[src/rtl/aes_pkg.sv]
// aes_pkg: shared AES-128 key-schedule constants, round-constant table and controller states.
package aes_pkg;
   localparam int NR = 10;
   // Indexed by round number; entry 0 and 11..15 are padding so any 4-bit round indexes safely.
   localparam logic [15:0][7:0] RCON = {40'h0, 8'h36, 8'h1b, 8'h80, 8'h40, 8'h20,
                                         8'h10, 8'h08, 8'h04, 8'h02, 8'h01, 8'h00};
   typedef enum logic [2:0] {S_IDLE, S_LOAD, S_SUB, S_MIX, S_READY, S_SEND} state_e;
endpackage

[src/rtl/key_store.sv]
// key_store: 11 x 16-byte round-key array with a column write port (byte enables), a byte read port
// and a combinational column read used by the expansion datapath.
module key_store
   import aes_pkg::*;
(
   input  logic            clk,
   input  logic            we_i,
   input  logic [3:0]      wr_round_i,
   input  logic [1:0]      wr_col_i,
   input  logic [3:0]      wr_be_i,
   input  logic [3:0][7:0] wr_data_i,
   input  logic [3:0]      rd_round_i,
   input  logic [3:0]      rd_idx_i,
   output logic [7:0]      rd_byte_o,
   input  logic [3:0]      col_round_i,
   input  logic [1:0]      col_sel_i,
   output logic [3:0][7:0] col_o
);
   logic [7:0] mem_q [NR+1][16];

   // Byte k lives at row k/4, column k%4, so a column entry is addressed as {row, col}.
   always_ff @(posedge clk)
      if (we_i)
         for (int r = 0; r < 4; r++)
            if (wr_be_i[r]) mem_q[wr_round_i][{r[1:0], wr_col_i}] <= wr_data_i[r];

   assign rd_byte_o = mem_q[rd_round_i][rd_idx_i];

   for (genvar g = 0; g < 4; g++) begin : g_col
      assign col_o[g] = mem_q[col_round_i][{2'(g), col_sel_i}];
   end
endmodule

[src/rtl/key_sched_ctrl.sv]
// key_sched_ctrl: byte-serial AES-128 key loader, shared-S-box key expansion and round-key streamer.
module key_sched_ctrl
   import aes_pkg::*;
(
   input  logic       clk,
   input  logic       rst_n,
   input  logic [7:0] din,
   input  logic       din_en,
   output logic [7:0] sbox_addr,
   output logic       sbox_en,
   input  logic [7:0] sbox_data,
   output logic       keys_ready,
   output logic       busy,
   input  logic       rk_req,
   input  logic [3:0] rk_round,
   output logic [7:0] rk_dout,
   output logic       rk_valid
);
   state_e          state_q;
   logic [3:0]      cnt_q, round_q, rk_sel_q;
   logic [3:0][7:0] temp_q, last_q, mix_col_d, prev_col;
   logic            sbox_en_q, keys_ready_q, busy_q, rk_valid_q;
   logic [7:0]      sbox_addr_q, rk_dout_q, rd_byte;
   logic            load_we, mix_we;
   logic [3:0]      load_idx, col_round;

   assign load_we   = din_en && (state_q inside {S_IDLE, S_LOAD, S_READY, S_SEND});
   assign mix_we    = state_q == S_MIX;
   assign load_idx  = state_q == S_LOAD ? cnt_q : 4'd0;
   assign col_round = state_q == S_LOAD ? 4'd0 : round_q - 4'd1;

   // Column 0 folds in SubWord(RotWord(w3)) and rcon; later columns chain off the column just written.
   always_comb begin
      mix_col_d = '0;
      for (int r = 0; r < 4; r++)
         mix_col_d[r] = prev_col[r] ^ (cnt_q == 4'd0 ?
                        temp_q[r] ^ (r == 0 ? RCON[round_q] : 8'h00) : last_q[r]);
   end

   key_store u_store (
      .clk        (clk),
      .we_i       (load_we || mix_we),
      .wr_round_i (mix_we ? round_q : 4'd0),
      .wr_col_i   (mix_we ? cnt_q[1:0] : load_idx[1:0]),
      .wr_be_i    (mix_we ? 4'hf : 4'b0001 << load_idx[3:2]),
      .wr_data_i  (mix_we ? mix_col_d : {4{din}}),
      .rd_round_i (rk_sel_q),
      .rd_idx_i   (cnt_q),
      .rd_byte_o  (rd_byte),
      .col_round_i(col_round),
      .col_sel_i  (mix_we ? cnt_q[1:0] : 2'd3),
      .col_o      (prev_col)
   );

   always_ff @(posedge clk or negedge rst_n) begin
      if (!rst_n) begin
         state_q      <= S_IDLE;
         cnt_q        <= '0;
         round_q      <= '0;
         rk_sel_q     <= '0;
         temp_q       <= '0;
         last_q       <= '0;
         sbox_en_q    <= 1'b0;
         sbox_addr_q  <= '0;
         keys_ready_q <= 1'b0;
         busy_q       <= 1'b0;
         rk_valid_q   <= 1'b0;
         rk_dout_q    <= '0;
      end else if (load_we && state_q != S_LOAD) begin
         state_q      <= S_LOAD;
         cnt_q        <= 4'd1;
         busy_q       <= 1'b1;
         keys_ready_q <= 1'b0;
         rk_valid_q   <= 1'b0;
         rk_dout_q    <= '0;
      end else begin
         case (state_q)
            S_LOAD:
               if (din_en) begin
                  cnt_q <= cnt_q + 4'd1;
                  if (cnt_q == 4'd15) begin
                     state_q     <= S_SUB;
                     round_q     <= 4'd1;
                     cnt_q       <= '0;
                     sbox_en_q   <= 1'b1;
                     sbox_addr_q <= prev_col[1];
                  end
               end
            // Lookups are issued one cycle ahead; results arrive a cycle later into temp.
            S_SUB: begin
               if (cnt_q != 4'd0) temp_q[cnt_q[1:0] - 2'd1] <= sbox_data;
               sbox_en_q   <= cnt_q < 4'd3;
               sbox_addr_q <= cnt_q < 4'd3 ? prev_col[cnt_q[1:0] + 2'd2] : 8'h00;
               cnt_q       <= cnt_q == 4'd4 ? 4'd0 : cnt_q + 4'd1;
               if (cnt_q == 4'd4) state_q <= S_MIX;
            end
            S_MIX: begin
               last_q <= mix_col_d;
               cnt_q  <= cnt_q + 4'd1;
               if (cnt_q == 4'd3) begin
                  cnt_q <= '0;
                  if (round_q == 4'(NR)) begin
                     state_q      <= S_READY;
                     keys_ready_q <= 1'b1;
                     busy_q       <= 1'b0;
                  end else begin
                     state_q     <= S_SUB;
                     round_q     <= round_q + 4'd1;
                     sbox_en_q   <= 1'b1;
                     sbox_addr_q <= mix_col_d[1];
                  end
               end
            end
            S_READY: begin
               rk_valid_q <= 1'b0;
               rk_dout_q  <= '0;
               if (rk_req && rk_round <= 4'(NR)) begin
                  state_q  <= S_SEND;
                  rk_sel_q <= rk_round;
                  cnt_q    <= '0;
               end
            end
            S_SEND: begin
               rk_valid_q <= 1'b1;
               rk_dout_q  <= rd_byte;
               cnt_q      <= cnt_q + 4'd1;
               if (cnt_q == 4'd15) state_q <= S_READY;
            end
            default: ;
         endcase
      end
   end

   assign sbox_en    = sbox_en_q;
   assign sbox_addr  = sbox_addr_q;
   assign keys_ready = keys_ready_q;
   assign busy       = busy_q;
   assign rk_valid   = rk_valid_q;
   assign rk_dout    = rk_dout_q;
endmodule

[config.mk]
export PLATFORM = sky130hd
export DESIGN_NAME = key_sched_ctrl
export DESIGN_NICKNAME = d
export VERILOG_FILES = /design/src/rtl/aes_pkg.sv /design/src/rtl/key_store.sv /design/src/rtl/key_sched_ctrl.sv
export SDC_FILE = /design/constraint.sdc
export NUM_CORES = 2
export LEC_CHECK = 0
export CAP_MARGIN = 5
export CORE_ASPECT_RATIO = 0.8
export CORE_UTILIZATION = 55
export DETAILED_ROUTE_END_ITERATION = 8
export PLACE_DENSITY_LB_ADDON = 0.15
export SLEW_MARGIN = 20
export SYNTH_ARGS = -nofsm -noshare
export SYNTH_HDL_FRONTEND = slang
export SYNTH_SLANG_ARGS = --single-unit
[constraint.sdc]
create_clock -name clk -period 6.65 [get_ports clk]
set_input_delay 0.665 -clock clk [delete_from_list [all_inputs] [get_ports clk]]
set_output_delay 0.665 -clock clk [all_outputs]
set_load 0.05 [all_outputs]
## After elaboration in Yosys (flattened, before gate mapping)

Memory sizes are Yosys's and may differ from the RTL's.
Cells that the tools add are included.

- Add/sub/neg operators: 5
- Multiply operators: 0
- Divide/modulo/power cells: 0
- Order comparisons: 19
- Equality and inequality tests: 20
- Shift-type cells: 1
- Mux-type cells: 480
- Bitwise gates (word level): 399
- Reduce and logical (&&, ||, !) cells: 28

Operators by type and width:

| kind | count |
|---|---|
| 128-bit 2-to-1 mux | 4 |
| 1-bit 2-to-1 mux | 405 |
| 1-bit OR | 384 |
| 8-bit 2-to-1 mux | 27 |
| 8-bit binary-select mux with 4-bit select | 5 |
| 8-bit demux with 4-bit select | 4 |
| 4-bit 2-to-1 mux | 14 |
| 5-bit >= comparator, second input constant | 9 |
| 8-bit XOR | 5 |
| 32-bit bitwise mux | 1 |
| 32-bit 2-to-1 mux | 1 |
| 4-bit inverter with 5-bit output | 5 |
| 3-bit 2-to-1 mux | 8 |
| 8-bit case mux with 3 select lines | 1 |
| 5-bit by 1-bit < comparator with 1-bit output, second input constant | 4 |
| 4-bit case mux with 5 select lines | 1 |
| 8-bit binary-select mux with 2-bit select | 1 |
| 8-bit demux with 2-bit select | 1 |
| 8-bit case mux with 2 select lines | 1 |
| 3-bit by 1-bit != test with 1-bit output, second input constant | 5 |
| 3-bit case mux with 5 select lines | 1 |
| 3-bit AND reduction | 4 |
| 6-bit AND reduction | 2 |
| 2-bit inverter with 5-bit output | 2 |
| other kinds (36) | 57 |

- Flip-flop bits (word level): 99
- Latch bits: 0
- Memory bits (writable): 1408
- Memory bits (read-only): 128
- Bits of input ports: 24
- Output and inout bits: 20
- Logic and storage cells: 972
- Memories kept: 2

Memories:

| name | words | width | read ports | clocked after memory_dff | wr ports | RTL line | RTL |
|---|---|---|---|---|---|---|---|
| u_store.mem_q | 11 | 128 | 2 | 0 | 1 | key_store.sv:19 | `logic [7:0] mem_q [NR+1][16];` |
| (no name shown) | 16 | 8 | 1 | 0 | 0 | key_sched_ctrl.sv:37 | `temp_q[r] ^ (r == 0 ? RCON[round_q] : 8'h00) : last_q[r]);` |

## Logic depth before layout (Yosys ltp)

- Depth in word-level cells: 12
- Depth in mapped cells: 24
- Mapped depth without buffers: 11

## Modules after synthesis

Synthesis repeated with hierarchy kept, for this count alone.

- Cells, all modules: 4403
- Area total of the unflattened synthesis: 74193.7 µm²

Modules (own cells, without submodules):

| module | times used | cells each | area an instance (µm²) | seq. area each (µm²) |
|---|---|---|---|---|
| key_store | 1 | 3712 | 67765.0 | 42280.6 |
| key_sched_ctrl | 1 | 691 | 6428.7 | 2477.4 |

## Worst setup path before layout

OpenSTA, ideal clock, no wires.

- Path kind: register to register
- From: register round_q[0]
- To: memory u_store.mem_q[0][103] in the netlist's numbering (data pin)
- Library setup time: 547 ps
- Arrival: 5589 ps
- Data required time: 6103 ps
- Slack: 514 ps
- Stages on the path, launching flop included: 21
- Buffers on the path: 11
- Clock period less this slack: 6136 ps
- Cells stage by stage: dfrtp_1 -> buf_4 -> inv_2 -> buf_4 -> buf_6 -> buf_2 -> buf_2 -> buf_2 -> buf_2 -> ha_1 -> buf_2 -> inv_1 -> nand2_2 -> buf_4 -> buf_4 -> buf_4 -> o32a_1 -> o2111ai_1 -> nand4_1 -> xnor2_2 -> o21ai_0

RTL lines:

| what | RTL line | RTL |
|---|---|---|
| from (decl) | key_sched_ctrl.sv:20 | `logic [3:0] cnt_q, round_q, rk_sel_q;` |
| from (signal assigned) | key_sched_ctrl.sv:108 | `round_q <= round_q + 4'd1;` |
| to (decl) | key_store.sv:19 |  |

## Worst setup path in the final report

- From: register round_q[0]
- To: memory u_store.mem_q[7][40] in the netlist's numbering (data pin)

- Cells in the longest elaborated chain, start to end: 11
- Elaborated cells between the ends (all ways): 27
- Classes of those cells: add/sub (1); mux (19); bitwise (5); memory (2)

Ends and longest elaborated chain:

| what | RTL line | RTL |
|---|---|---|
| 4-bit by 1-bit subtractor with 4-bit output | key_sched_ctrl.sv:30 | `assign col_round = state_q == S_LOAD ? 4'd0 : round_q - 4'd1;` |
| 4-bit 2-to-1 mux | key_sched_ctrl.sv:30 |  |
| memory read 11 x 128 bit | n/a |  |
| 8-bit binary-select mux with 4-bit select | key_store.sv:30 | `assign col_o[g] = mem_q[col_round_i][{2'(g), col_sel_i}];` |
| 8-bit 2-to-1 mux (not written as such) (2 in series) | key_store.sv:30 |  |
| 8-bit XOR | key_sched_ctrl.sv:36 | `mix_col_d[r] = prev_col[r] ^ (cnt_q == 4'd0 ?` |
| 32-bit 2-to-1 mux (*) | key_sched_ctrl.sv:46 | `.wr_data_i (mix_we ? mix_col_d : {4{din}}),` |
| 1-bit 2-to-1 mux (no source line) (2 in series) | n/a |  |
| 1-bit 2-to-1 mux (no source line) (*) | n/a |  |

Every way passes the cells marked *; elsewhere a longest branch is shown, timed or not. The select of a mux whose other input is x is not followed.

==> impl_metrics.toml <==
[timing]
min_period_ns = 6.25
rsz0062_at_grt = "no"
worst_pin_slew_ns = 1.23
finClkSkew_ns = 0.0252
post-route-period-util = 0.939
finalHoldViolations = 0
fmax_mhz = 160
relSlewSlack = 0.179
slew_violations = 0
finalSetupTns_ns = 0
setup_viol = 0

[setup_path]
path_max_fanout = 48
timing.rr.start = "round_q[0]$_DFFE_PN0P_"
r2r_slack_ns = 0.40
slowest_stage = "nor2_4"
rr_endpoint = "u_store.mem_q[7][40]$_DFFE_PP_"
path_common_cell = "buf_12"
crit_arrival_ns = 6.80
worst_ep_required_time_ns = 7.20
cp-end-kind = "register"
r2r_cells = 13
cp-start-kind = "register"
path_class = "register to register"
cp-endpoint = "u_store.mem_q[7][40]$_DFFE_PP_"
critPathLaunch = "round_q[0]$_DFFE_PN0P_"
cp_num_cells = 13
crit_buf_inv = 4
crit_chain = "inv_8, ha_4, nor2_4, buf_12, buf_12, mux4_2, a2bb2oi_1, a221oi_1, o21ai_1, xor2_1, a21boi_1, mux2i_1, buf_4"
slowest_delay_ns = 0.84
cp_top_family = "compound AO/OA/AOI/OAI gates"

[yosys]
syn_inst = 5410
synth_edf_count = 1408
ys_types = 106
synth_area_sq_um = 76300
async_flop_share = 0.0657
ys_ff_latch = 1507
syn-mean-instance-area_sq_um = 14.1
synth_ff_type = "edfxtp_1"
synth_seq_area_share = 0.587
synth.net_count = 5450
yosys_warnings = 0

[grt]
grt_pass1_vias = 52300
grt_max_degree = 89
grt-ovfl-total = 0
grt_first_pass_wirelength_um = 407000
antenna_found_initial = 22
grt_usage = 0.416

[floorplanning]
dieArea_sq_um = 140000
core_area_sq_um = 137000
die_h_um = 335
fp-row-count = 121
initial_core_util = 0.558
num_io_pins = 44
dieWidth_um = 418

[route]
viasPerCell = 7.43
routed_wl_um = 292000
ant_nets = 0
drtIter0Drc = 10300
route.detailed.drc = 0
vias = 55900
wl_per_cell_um = 38.8
drt-pass1-iter-count = 8

[layout]
final_cell_mix = "1,408 x edfxtp_1, 516 x mux2i_1, 450 x nor2_1, 413 x mux4_2, 373 x buf_4"
multiInputGateArea_sq_um = 29300
fin_cells = 7529
seqCellArea_sq_um = 44800
final_common_cell = "edfxtp_1"
area_growth_pct = 11.9
layout-drive-gt1-share = 0.216
final_area_sq_um = 85400
fin_nets = 5596
num-fill-cells = 10200

[hold_path]
hold_path_class = "primary input to asynchronous set/reset pin"

[cts]
cts_buffers = 153
cts_tree = "built"
cts_root_buf = "clkbuf_16"
hold_buffers = 1
clkTransAtPathRegs_ns = 0.07
clock-sinks = 1507
clk_latency_ns = 0.84
cts_resized = 0
postCtsSetupBuffers = 0
max-clock-path-buffers = 3
htreeDepth = 4

[place]
dp_cells = 7245
gp_congestion = 1.05
numPortBuffers = 43
placed_area_sq_um = 80300
post-dp-hpwl_um = 198000

[power_and_ir_drop]
p_comb_frac = 0.479
powerDensity_nw_per_um2 = 519
seqPwrFrac = 0.320
p_sw_uw = 19400
p_int_uw = 24900
vdd_drop_max_uv = 404
power_switching_share = 0.438
p_leak_uw = 0.0277
pwr-share-clk = 0.201

[run_status]
status = "finished, final reports clean"

[flow_run]
drv_cap = 0
## cells in the mapped netlist (54+ instances only)
library cell | n | area share
mux4_2 | 413 | 0.12
a31oi_1 | 60 | 0.0049
edfxtp_1 | 1408 | 0.55
nor3_1 | 55 | 0.0036
nand3_1 | 130 | 0.0085
nand2_1 | 351 | 0.017
dfrtp_1 | 99 | 0.032
nor2_1 | 458 | 0.023
clkbuf_1 | 185 | 0.0091
a211oi_1 | 130 | 0.013
buf_2 | 119 | 0.0078
buf_4 | 61 | 0.0060
buf_1 | 54 | 0.0027
mux2_2 | 89 | 0.013
a21oi_1 | 281 | 0.018
and2_1 | 63 | 0.0052
mux2i_1 | 516 | 0.068
o21ai_0 | 229 | 0.015
## metal layers
layer | track usage | wire (um)
met5 | 0 | 279
met4 | 0.199 | 16400
met3 | 0.156 | 47000
met2 | 0.577 | 121000
met1 | 0.579 | 107000
## kinds of logic (layout without fill, tap and decap cells)
| logic type | after synthesis | in the layout | share of synthesized area |
|---|---|---|---|
| and+or+nand+nor | 1213 | 1213 | 0.0713 |
| AOI/OAI and AO/OA | 1142 | 1142 | 0.100 |
| other | 0 | 8 | 0 |
| xor gates and xnor gates | 37 | 37 | 0.00464 |
| DFF | 1507 | 1507 | 0.587 |
| adders and majority gates | 16 | 16 | 0.00262 |
| muxes | 1019 | 1019 | 0.203 |
| buffers and inverters | 476 | 742 | 0.0319 |
## power groups by stage
stage | clock (uW) | combinational [uW] | sequential [uW]
after floorplan | 0 | 11100 | 14200
after global placement | 0 | 19900 | 14300
after detailed placement | 0 | 20100 | 14300
after CTS | 8870 | 20200 | 14100
after global routing | 9200 | 21500 | 14200
final | 8880 | 21200 | 14200
## final cells by class
class,instances,area share
sequential,1507,0.524
multi-input combinational,3427,0.344
clock buffer,194,0.0487
timing repair buffer,446,0.0448
tap,1845,0.0270
clock inverter,81,0.0101
inverter,21,0.00104
antenna,8,0.000234
## per-stage QoR
| stage | hold slack [ns] | total power, uW | utilization | setup slack [ns] |
|---|---|---|---|---|
| 2_1_floorplan | 0.369 | 25300 | - | 0.514 |
| 3_3_place_gp | 0.458 | 34200 | 0.587 | 0.887 |
| 3_5_place_dp | 0.467 | 34400 | 0.587 | 0.752 |
| 4_1_cts | 0.406 | 43200 | 0.624 | 0.727 |
| 5_1_grt | 0.458 | 44900 | 0.624 | 0.454 |
| 6_report | 0.417 | 44300 | 0.624 | 0.403 |
## worst min-delay path by stage
stage,end,start
2_1_floorplan,busy$_DFFE_PN0P_,rst_n
4_1_cts,keys_ready$_DFFE_PN0P_,rst_n
5_1_grt,keys_ready$_DFFE_PN0P_,rst_n
3_5_place_dp,last_q[3]$_DFFE_PN0P_,last_q[3]$_DFFE_PN0P_
6_report,keys_ready$_DFFE_PN0P_,rst_n
3_3_place_gp,last_q[0]$_DFFE_PN0P_,last_q[0]$_DFFE_PN0P_
## state kept, by name, summed over array words and instances (netlist names)
| name | flops |
|---|---|
| last_q | 32 |
| sbox_en | 1 |
| keys_ready | 1 |
| temp_q | 32 |
| rk_valid | 1 |
| sbox_addr | 8 |
| state_q | 3 |
| rk_sel_q | 4 |
| busy | 1 |
| u_store.mem_q | 1408 |
| rk_dout | 8 |
| round_q | 4 |
| cnt_q | 4 |
(Power assumes the default switching activity.)
